===== config.mk =====
export PLATFORM = sky130hd
export DESIGN_NAME = nonce_result_hub_flat
export DESIGN_NICKNAME = d
export VERILOG_FILES = /design/src/rtl/nonce_result_hub_pkg.sv /design/src/rtl/nonce_result_hub_if.sv /design/src/rtl/nonce_result_hub_result_fifo.sv /design/src/rtl/nonce_result_hub.sv /design/src/flat_wrapper.sv
export SDC_FILE = /design/constraint.sdc
export NUM_CORES = 1
export LEC_CHECK = 0
export ABC_AREA = 1
export BUFFER_PORTS_ARGS = -buffer_cell sky130_fd_sc_hd__buf_2
export CORE_AREA = 4 4 335 337
export DETAILED_ROUTE_END_ITERATION = 16
export DIE_AREA = 0 0 339 341
export GPL_ROUTABILITY_DRIVEN = 0
export PLACE_DENSITY = 0.53
export SLEW_MARGIN = 0
export SYNTH_ARGS = -nofsm -noshare
export SYNTH_HDL_FRONTEND = slang
export SYNTH_HIERARCHICAL = 1
export SYNTH_SLANG_ARGS = --single-unit

===== constraint.sdc =====
create_clock -name clk -period 18.35 [get_ports clk]
set_clock_uncertainty 0.15 [all_clocks]
set_input_delay 2.7525 -clock clk [delete_from_list [all_inputs] [get_ports clk]]
set_output_delay 2.7525 -clock clk [all_outputs]
set_load 0.02 [all_outputs]

===== src/rtl/nonce_result_hub_pkg.sv =====
// Shared widths, result layout and busy-mode encodings for the nonce result hub.
// A FIFO entry is stored as {chan, result_t}, with chan sized to the channel index.
package nonce_result_hub_pkg;

    localparam int NONCE_W    = 40;
    localparam int DIFY_W     = 32;
    localparam int DROP_W     = 8;
    localparam int DROP_INC_W = 5;

    typedef enum logic {
        BUSY_ALL = 1'b0,
        BUSY_ANY = 1'b1
    } busy_mode_e;

    typedef struct packed {
        logic [NONCE_W-1:0] id_nonce;
        logic [DIFY_W-1:0]  hash_dify;
    } result_t;

    function automatic logic [DROP_W-1:0] sat_add_drop(
        input logic [DROP_W-1:0]     base,
        input logic [DROP_INC_W-1:0] inc
    );
        logic [DROP_W:0] sum;
        sum = {1'b0, base} + {{(DROP_W + 1 - DROP_INC_W){1'b0}}, inc};
        return sum[DROP_W] ? {DROP_W{1'b1}} : sum[DROP_W-1:0];
    endfunction

endpackage


===== src/rtl/nonce_result_hub_if.sv =====
// Core-array and SPI-side signals of the nonce result hub.
// The hub uses the slave view; the core array / SPI driver uses the master view.
interface nonce_result_hub_if #(
    parameter int N_CORES = 4,
    parameter int DEPTH   = 8
);
    import nonce_result_hub_pkg::*;

    localparam int CW    = $clog2(N_CORES);
    localparam int CNT_W = $clog2(DEPTH) + 1;

    logic [N_CORES-1:0]         core_valid;
    logic [N_CORES*NONCE_W-1:0] core_id_nonce;
    logic [N_CORES*DIFY_W-1:0]  core_hash_dify;
    logic [N_CORES-1:0]         core_busy;
    logic                       busy_mode;
    logic                       pop;
    logic                       clr_overflow;
    logic                       rd_valid;
    logic [CW-1:0]              rd_chan;
    logic [NONCE_W-1:0]         rd_id_nonce;
    logic [DIFY_W-1:0]          rd_hash_dify;
    logic [CNT_W-1:0]           fifo_count;
    logic                       irq;
    logic                       busy_out;
    logic                       overflow;
    logic [DROP_W-1:0]          drop_count;

    modport master (
        output core_valid, core_id_nonce, core_hash_dify, core_busy, busy_mode,
        output pop, clr_overflow,
        input  rd_valid, rd_chan, rd_id_nonce, rd_hash_dify, fifo_count, irq,
        input  busy_out, overflow, drop_count
    );

    modport slave (
        input  core_valid, core_id_nonce, core_hash_dify, core_busy, busy_mode,
        input  pop, clr_overflow,
        output rd_valid, rd_chan, rd_id_nonce, rd_hash_dify, fifo_count, irq,
        output busy_out, overflow, drop_count
    );

endinterface


===== src/rtl/nonce_result_hub_result_fifo.sv =====
// Synchronous first-word-fall-through FIFO; the head reads as zero while empty
// so the hub outputs are deterministic after reset.
module result_fifo #(
    parameter int WIDTH = 8,
    parameter int DEPTH = 8
) (
    input  logic                     clk,
    input  logic                     reset_n,
    input  logic                     i_push,
    input  logic [WIDTH-1:0]         i_wdata,
    input  logic                     i_pop,
    output logic [WIDTH-1:0]         o_rdata,
    output logic                     o_full,
    output logic                     o_empty,
    output logic [$clog2(DEPTH):0]   o_count
);

    localparam int AW = $clog2(DEPTH);

    logic [WIDTH-1:0] r_mem [DEPTH];
    logic [AW-1:0]    r_wptr;
    logic [AW-1:0]    r_rptr;
    logic [AW:0]      r_count;
    logic             w_push_ok;
    logic             w_pop_ok;

    assign o_full    = (r_count == (AW + 1)'(DEPTH));
    assign o_empty   = (r_count == {(AW + 1){1'b0}});
    assign o_count   = r_count;
    assign w_push_ok = i_push & ~o_full;
    assign w_pop_ok  = i_pop & ~o_empty;
    assign o_rdata   = o_empty ? {WIDTH{1'b0}} : r_mem[r_rptr];

    // Storage write; contents need no reset because reads are masked while empty.
    always_ff @(posedge clk) begin
        if (w_push_ok) begin
            r_mem[r_wptr] <= i_wdata;
        end
    end

    // Pointer and occupancy tracking; power-of-two depth makes pointers wrap naturally.
    always_ff @(posedge clk) begin
        if (!reset_n) begin
            r_wptr  <= {AW{1'b0}};
            r_rptr  <= {AW{1'b0}};
            r_count <= {(AW + 1){1'b0}};
        end else begin
            if (w_push_ok) begin
                r_wptr <= r_wptr + AW'(1'b1);
            end
            if (w_pop_ok) begin
                r_rptr <= r_rptr + AW'(1'b1);
            end
            case ({w_push_ok, w_pop_ok})
                2'b10:   r_count <= r_count + (AW + 1)'(1'b1);
                2'b01:   r_count <= r_count - (AW + 1)'(1'b1);
                default: r_count <= r_count;
            endcase
        end
    end

endmodule


===== src/rtl/nonce_result_hub.sv =====
// Collects per-core nonce results into one-entry pending slots, arbitrates them
// round-robin into a FWFT FIFO, and reports irq, busy summary and drop statistics.
module nonce_result_hub
    import nonce_result_hub_pkg::*;
#(
    parameter int N_CORES = 4,
    parameter int DEPTH   = 8
) (
    input  logic               clk,
    input  logic               reset_n,
    nonce_result_hub_if.slave  bus
);

    localparam int CW    = $clog2(N_CORES);
    localparam int CNT_W = $clog2(DEPTH) + 1;
    localparam int RES_W = $bits(result_t);
    localparam int ENT_W = CW + RES_W;

    logic [N_CORES-1:0]    r_pend;
    logic [NONCE_W-1:0]    r_pend_nonce [N_CORES];
    logic [DIFY_W-1:0]     r_pend_dify  [N_CORES];
    logic [CW-1:0]         r_ptr;
    logic                  r_overflow;
    logic [DROP_W-1:0]     r_drop_count;
    logic                  r_busy;

    logic                  w_sel_vld;
    logic                  w_grant_vld;
    logic [CW-1:0]         w_grant_idx;
    logic [N_CORES-1:0]    w_grant_oh;
    logic [N_CORES-1:0]    w_drop;
    logic [DROP_INC_W-1:0] w_drop_num;
    result_t               w_push_res;
    result_t               w_head_res;
    logic [CW-1:0]         w_head_chan;
    logic [ENT_W-1:0]      w_head_word;
    logic                  w_fifo_full;
    logic                  w_fifo_empty;
    logic [CNT_W-1:0]      w_fifo_count;

    function automatic logic [CW-1:0] rr_idx(input logic [CW-1:0] base, input int off);
        int sum;
        sum = int'(base) + off;
        return (sum >= N_CORES) ? CW'(sum - N_CORES) : CW'(sum);
    endfunction

    // Round-robin pick: scan from ptr downwards in priority so the nearest pending channel wins.
    always_comb begin
        w_sel_vld   = 1'b0;
        w_grant_idx = {CW{1'b0}};
        for (int i = N_CORES - 1; i >= 0; i--) begin
            w_sel_vld   = r_pend[rr_idx(r_ptr, i)] ? 1'b1 : w_sel_vld;
            w_grant_idx = r_pend[rr_idx(r_ptr, i)] ? rr_idx(r_ptr, i) : w_grant_idx;
        end
        w_grant_vld = w_sel_vld & ~w_fifo_full;
    end

    // Grant decode and collision detection; a strobe on the granted channel is a reload, not a drop.
    always_comb begin
        w_grant_oh = {N_CORES{1'b0}};
        w_drop     = {N_CORES{1'b0}};
        w_drop_num = {DROP_INC_W{1'b0}};
        for (int k = 0; k < N_CORES; k++) begin
            w_grant_oh[k] = w_grant_vld && (w_grant_idx == CW'(k));
            w_drop[k]     = bus.core_valid[k] & r_pend[k] & ~w_grant_oh[k];
            w_drop_num    = w_drop_num + DROP_INC_W'(w_drop[k]);
        end
    end

    // FIFO write payload taken from the granted pending slot.
    always_comb begin
        w_push_res.id_nonce  = r_pend_nonce[w_grant_idx];
        w_push_res.hash_dify = r_pend_dify[w_grant_idx];
    end

    // Pending slots and round-robin pointer.
    always_ff @(posedge clk) begin
        if (!reset_n) begin
            r_pend <= {N_CORES{1'b0}};
            r_ptr  <= {CW{1'b0}};
            for (int k = 0; k < N_CORES; k++) begin
                r_pend_nonce[k] <= {NONCE_W{1'b0}};
                r_pend_dify[k]  <= {DIFY_W{1'b0}};
            end
        end else begin
            for (int k = 0; k < N_CORES; k++) begin
                if (bus.core_valid[k] && (!r_pend[k] || w_grant_oh[k])) begin
                    r_pend[k]       <= 1'b1;
                    r_pend_nonce[k] <= bus.core_id_nonce[k*NONCE_W +: NONCE_W];
                    r_pend_dify[k]  <= bus.core_hash_dify[k*DIFY_W +: DIFY_W];
                end else if (w_grant_oh[k]) begin
                    r_pend[k] <= 1'b0;
                end
            end
            if (w_grant_vld) begin
                r_ptr <= rr_idx(w_grant_idx, 32'sd1);
            end
        end
    end

    // Drop statistics (a same-cycle drop wins over clear) and registered busy summary.
    always_ff @(posedge clk) begin
        if (!reset_n) begin
            r_overflow   <= 1'b0;
            r_drop_count <= {DROP_W{1'b0}};
            r_busy       <= 1'b0;
        end else begin
            r_overflow   <= (r_overflow & ~bus.clr_overflow) | (|w_drop);
            r_drop_count <= sat_add_drop(bus.clr_overflow ? {DROP_W{1'b0}} : r_drop_count,
                                         w_drop_num);
            r_busy       <= (busy_mode_e'(bus.busy_mode) == BUSY_ANY) ? (|bus.core_busy)
                                                                      : (&bus.core_busy);
        end
    end

    result_fifo #(
        .WIDTH (ENT_W),
        .DEPTH (DEPTH)
    ) u_result_fifo (
        .clk     (clk),
        .reset_n (reset_n),
        .i_push  (w_grant_vld),
        .i_wdata ({w_grant_idx, w_push_res}),
        .i_pop   (bus.pop),
        .o_rdata (w_head_word),
        .o_full  (w_fifo_full),
        .o_empty (w_fifo_empty),
        .o_count (w_fifo_count)
    );

    assign {w_head_chan, w_head_res} = w_head_word;

    assign bus.rd_valid     = ~w_fifo_empty;
    assign bus.rd_chan      = w_head_chan;
    assign bus.rd_id_nonce  = w_head_res.id_nonce;
    assign bus.rd_hash_dify = w_head_res.hash_dify;
    assign bus.fifo_count   = w_fifo_count;
    assign bus.irq          = (w_fifo_count != {CNT_W{1'b0}});
    assign bus.busy_out     = r_busy;
    assign bus.overflow     = r_overflow;
    assign bus.drop_count   = r_drop_count;

endmodule


===== src/flat_wrapper.sv =====
// flat-port wrapper written by rule: the top's interface ports become plain ports
module nonce_result_hub_flat import nonce_result_hub_pkg::*;
#(
    parameter int N_CORES = 4,
    parameter int DEPTH   = 8
)
  (clk, reset_n, bus_core_valid, bus_core_id_nonce, bus_core_hash_dify, bus_core_busy, bus_busy_mode, bus_pop, bus_clr_overflow, bus_rd_valid, bus_rd_chan, bus_rd_id_nonce, bus_rd_hash_dify, bus_fifo_count, bus_irq, bus_busy_out, bus_overflow, bus_drop_count);
  nonce_result_hub_if #(.N_CORES(N_CORES), .DEPTH(DEPTH)) bus_i ();
  input  logic clk;
  input  logic reset_n;
  input wire logic [$bits(bus_i.core_valid)-1:0] bus_core_valid;
  input wire logic [$bits(bus_i.core_id_nonce)-1:0] bus_core_id_nonce;
  input wire logic [$bits(bus_i.core_hash_dify)-1:0] bus_core_hash_dify;
  input wire logic [$bits(bus_i.core_busy)-1:0] bus_core_busy;
  input wire logic [$bits(bus_i.busy_mode)-1:0] bus_busy_mode;
  input wire logic [$bits(bus_i.pop)-1:0] bus_pop;
  input wire logic [$bits(bus_i.clr_overflow)-1:0] bus_clr_overflow;
  output wire logic [$bits(bus_i.rd_valid)-1:0] bus_rd_valid;
  output wire logic [$bits(bus_i.rd_chan)-1:0] bus_rd_chan;
  output wire logic [$bits(bus_i.rd_id_nonce)-1:0] bus_rd_id_nonce;
  output wire logic [$bits(bus_i.rd_hash_dify)-1:0] bus_rd_hash_dify;
  output wire logic [$bits(bus_i.fifo_count)-1:0] bus_fifo_count;
  output wire logic [$bits(bus_i.irq)-1:0] bus_irq;
  output wire logic [$bits(bus_i.busy_out)-1:0] bus_busy_out;
  output wire logic [$bits(bus_i.overflow)-1:0] bus_overflow;
  output wire logic [$bits(bus_i.drop_count)-1:0] bus_drop_count;
  assign bus_i.core_valid = bus_core_valid;
  assign bus_i.core_id_nonce = bus_core_id_nonce;
  assign bus_i.core_hash_dify = bus_core_hash_dify;
  assign bus_i.core_busy = bus_core_busy;
  assign bus_i.busy_mode = bus_busy_mode;
  assign bus_i.pop = bus_pop;
  assign bus_i.clr_overflow = bus_clr_overflow;
  assign bus_rd_valid = bus_i.rd_valid;
  assign bus_rd_chan = bus_i.rd_chan;
  assign bus_rd_id_nonce = bus_i.rd_id_nonce;
  assign bus_rd_hash_dify = bus_i.rd_hash_dify;
  assign bus_fifo_count = bus_i.fifo_count;
  assign bus_irq = bus_i.irq;
  assign bus_busy_out = bus_i.busy_out;
  assign bus_overflow = bus_i.overflow;
  assign bus_drop_count = bus_i.drop_count;
  nonce_result_hub #(.N_CORES(N_CORES), .DEPTH(DEPTH)) u_core (.clk(clk), .reset_n(reset_n), .bus(bus_i));
endmodule

==> results.cfg <==
[clock_tree]
postCtsHoldBufs = 0
longest_clk_path_bufs = 3
cts.sink_count = 909
number_of_buffers_added_by_the_clock_tree_synthesis_step = 98
clk-insertion-delay-late_ns = 0.67
post_cts_resize_count = 0
tritoncts = yes
clk_pin_slew_worst_paths_ns = 0.06
post-cts-setup-buffer-count = 0
cell_at_the_root_of_the_clock_tree = sky130_fd_sc_hd__clkbuf_16
clock_tree.htree_level_count = 3

[outcome]
run_status = finished, final reports clean

[final_layout]
fillerInstances = 10475
finish.utilization = 0.407
area.sequential_mm2 = 0.0270
layout.nets = 3966
syn_to_final_growth_pct = 16.5
layout_cell_share_with_drive_strength_beyond_1 = 0.162
multi_input_comb_area_mm2 = 0.00875
final_design_area_no_fill_mm2 = 0.0443

[place]
place.detailed.hpwl_um = 66500
placed_area_mm2 = 0.0411
portBuffers = 390

[timing]
timing.fmax_ghz = 0.148
slew_viol_final = 0
timing.final.hold_violations = 0
relSlewSlack = 0.0744
setup-tns-final_ns = 0
timing.final.setup_violations = 0
period_needed_ns = 6.77
worst-slew-pin-transition_ns = 1.38
grt_setup_unrepaired = false
final.period_utilization = 0.369

[yosys]
syn_nets = 3633
yosys-top-cells-area = sky130_fd_sc_hd__edfxtp_1 70%, sky130_fd_sc_hd__nor2_1 8.9%, sky130_fd_sc_hd__o21ai_0 4.0%, sky130_fd_sc_hd__inv_1 3.4%, sky130_fd_sc_hd__o211ai_1 2.9%
ys_dominant_reg_cell = sky130_fd_sc_hd__edfxtp_1
synth_async_sr_flop_share = 0
ys.warnings.count = 6
synthesis.area_per_instance_um2 = 11.4
synthDominantAreaCellType = sky130_fd_sc_hd__edfxtp_1
number_of_synthesized_register_bits = 909
synth_largest_type_area_fraction = 0.695
synth_enable_flop_cells = 880
sequential_to_total_area_share_from_yosys_stat = 0.711
cell_area_after_synthesis_mm2 = 0.0380
post_synth_num_cell_types = 39
postSynthCellCount = 3322

[worst_setup_path]
nature_of_the_critical_path_endpoint = output port
flop2flop_setup_slack_ns = 13.15
slowest_cell_on_the_critical_path = sky130_fd_sc_hd__buf_4
critical_path_cell_count = 7
cpLargestDelayFamily = buffers and inverters
timing.critical_path.fanout_max = 109
required_ns = 15.45
worst_path_most_repeated_cell = sky130_fd_sc_hd__nor2_1
critical-path-max-stage-delay_ns = 0.95
setup.worst_path.start_class = register
r2r-end = u_core/bus.drop_count[7]$_SDFF_PN0_
critical_path.reg2reg.startpoint = u_core/r_ptr[0]$_SDFFE_PN0P_
cell_chain_critical_path = inv_8, buf_4, o21ai_0, o22ai_1, nor2_1, nor2_1, buf_2
endpoint = bus_rd_id_nonce[2]
worst-path-buf-inv = 3
critPathKind = register to output port
critPathArrivalTime_ns = 3.87
ff2ff_path_depth = 24

[pwr]
worst_ir_drop_on_vdd_mv = 0.121
pwr_density_cell_mw_per_mm2 = 184
p_leak_nw = 17.4

[global_routing]
grt_pass1_wl_um = 165000
grt_antenna_before_repair = 8
grt_util_all_layers = 0.190
grt_overflow_total = 0
maximum_number_of_pins_on_one_net_before_global_route_repair = 177
vias_in_the_first_global_route = 24810

[detailed_routing]
avg_wl_per_cell_um = 22.0
post_drt_via_cell_ratio = 4.97
detailroute.via_count = 25601
drt_first_iter_violations = 2276
totalWireLength_um = 113000
detail_route.first_pass.iterations = 4
postRouteAntennaNets = 0
drc = 0

[hold_path]
min-delay-path-class = register to register
worst_hold_path.num_cells = 1

[floorplanning]
floorplan.die.height_um = 341
rows = 121
floorplan.die.width_um = 339
effective_utilization_at_floorplan = 0.349
ios = 391
die_outline_area_mm2 = 0.116
coreArea_mm2 = 0.109

[job]
cap_viol_max_count = 0
## layer usage
layer,track usage,share of wire
met3,0.0306,0.057
met1,0.270,0.46
met2,0.305,0.46
met5,0,0
met4,0.0506,0.023
## synth_stat cells (2+ instances only)
cell and instances:
sky130_fd_sc_hd__inv_1 342, sky130_fd_sc_hd__buf_2 66, sky130_fd_sc_hd__ha_1 7, sky130_fd_sc_hd__o211ai_1 146, sky130_fd_sc_hd__xnor2_1 4, sky130_fd_sc_hd__o21ai_2 3
sky130_fd_sc_hd__o22ai_1 74, sky130_fd_sc_hd__clkbuf_1 88, sky130_fd_sc_hd__xor2_1 2, sky130_fd_sc_hd__buf_1 9, sky130_fd_sc_hd__a31oi_1 2, sky130_fd_sc_hd__nand3_2 5
sky130_fd_sc_hd__buf_4 7, sky130_fd_sc_hd__nand4_1 2, sky130_fd_sc_hd__buf_6 28, sky130_fd_sc_hd__nor3_1 4, sky130_fd_sc_hd__o21ai_0 302, sky130_fd_sc_hd__nand2_2 3
sky130_fd_sc_hd__nand3_1 90, sky130_fd_sc_hd__edfxtp_1 880, sky130_fd_sc_hd__nand2_1 211, sky130_fd_sc_hd__inv_2 2, sky130_fd_sc_hd__nor2_1 906, sky130_fd_sc_hd__fa_1 3
sky130_fd_sc_hd__dfxtp_1 29, sky130_fd_sc_hd__a21oi_1 17, sky130_fd_sc_hd__o21ai_1 78
## registers in the layout, summed over array words and instances, names as in the netlist, named ones only
signal	cells
u_core/r_pend_dify	128
u_core/bus.drop_count	8
u_core/u_result_fifo/r_wptr	3
u_core/u_result_fifo/o_count	4
u_core/u_result_fifo/r_mem	592
u_core/r_pend_nonce	160
u_core/r_pend	4
u_core/bus.busy_out	1
u_core/r_ptr	2
u_core/u_result_fifo/r_rptr	3
u_core/bus.overflow	1
## cell usage in the layout, fill, tap and decap left out, types with 7 or more instances in the layout
cell                        count
sky130_fd_sc_hd__clkbuf_1      25
sky130_fd_sc_hd__buf_4         41
sky130_fd_sc_hd__o21ai_0      301
sky130_fd_sc_hd__edfxtp_1     880
sky130_fd_sc_hd__clkinv_1      22
sky130_fd_sc_hd__buf_2        390
sky130_fd_sc_hd__bufinv_16     10
sky130_fd_sc_hd__o211ai_1     146
sky130_fd_sc_hd__ha_1           7
sky130_fd_sc_hd__clkbuf_16     99
sky130_fd_sc_hd__dfxtp_1       26
sky130_fd_sc_hd__o22ai_1       74
sky130_fd_sc_hd__inv_1        341
sky130_fd_sc_hd__nor2_4         9
sky130_fd_sc_hd__nor2_1       898
sky130_fd_sc_hd__clkinv_2      15
sky130_fd_sc_hd__a21oi_1       17
sky130_fd_sc_hd__nand2_1      207
sky130_fd_sc_hd__nand3_1       89
sky130_fd_sc_hd__o21ai_1       78
## cell families (layout without fill, tap and decap cells)
kind of cell	after synthesis	in the layout	share of synthesized area
and+or+nand+nor	1226	1226	0.126
AOI/OAI and AO/OA	627	627	0.0956
adders and majority gates	10	10	0.00388
DFF	909	909	0.711
xor gates and xnor gates	6	6	0.00138
buffers and inverters	544	960	0.0625
other	0	3	0
## final cells by class
| type | instances | area share |
|---|---|---|
| well taps | 1414 | 0.0400 |
| inverters | 345 | 0.0294 |
| multi-input cells | 1869 | 0.198 |
| repair buffers | 432 | 0.0515 |
| clock inverters | 59 | 0.0132 |
| flip-flops and latches | 909 | 0.610 |
| diodes | 3 | 0.000170 |
| clock buffers | 124 | 0.0581 |
## where the power goes
| group | switching [mW] | internal (mW) | leakage (nW) |
|---|---|---|---|
| registers | 0.105 | 3.22 | 8.84 |
| logic | 2.27 | 0.590 | 7.00 |
| clock network | 0.815 | 1.13 | 1.53 |
| total | 3.19 | 4.94 | 17.4 |
## through the flow
stage | hold WS, ns | cells | setup WS (ns) | total power [mW]
2_1_floorplan | 0.298 | 3322 | 9.75 | 5.01
3_3_place_gp | 0.316 | 4969 | 12.27 | 6.24
3_5_place_dp | 0.325 | 4969 | 12.26 | 6.26
4_1_cts | 0.335 | 5152 | 11.51 | 8.22
5_1_grt | 0.348 | 5153 | 11.26 | 8.58
6_report | 0.331 | 5155 | 11.58 | 8.13
## worst min-delay path by stage
stage / start / to / slack (ns)
finish: u_core/u_result_fifo/r_rptr[0]$_SDFFE_PN0P_ / u_core/u_result_fifo/r_rptr[0]$_SDFFE_PN0P_ / 0.33
global route: u_core/u_result_fifo/r_rptr[0]$_SDFFE_PN0P_ / u_core/u_result_fifo/r_rptr[0]$_SDFFE_PN0P_ / 0.35
CTS: u_core/u_result_fifo/r_rptr[0]$_SDFFE_PN0P_ / u_core/u_result_fifo/r_rptr[0]$_SDFFE_PN0P_ / 0.34
detailed placement: u_core/u_result_fifo/r_rptr[0]$_SDFFE_PN0P_ / u_core/u_result_fifo/r_rptr[0]$_SDFFE_PN0P_ / 0.32
global placement: u_core/u_result_fifo/r_rptr[0]$_SDFFE_PN0P_ / u_core/u_result_fifo/r_rptr[0]$_SDFFE_PN0P_ / 0.32
floorplan: u_core/u_result_fifo/r_rptr[0]$_SDFFE_PN0P_ / register / 0.30
No activity file was read; power rests on OpenSTA's default activity.
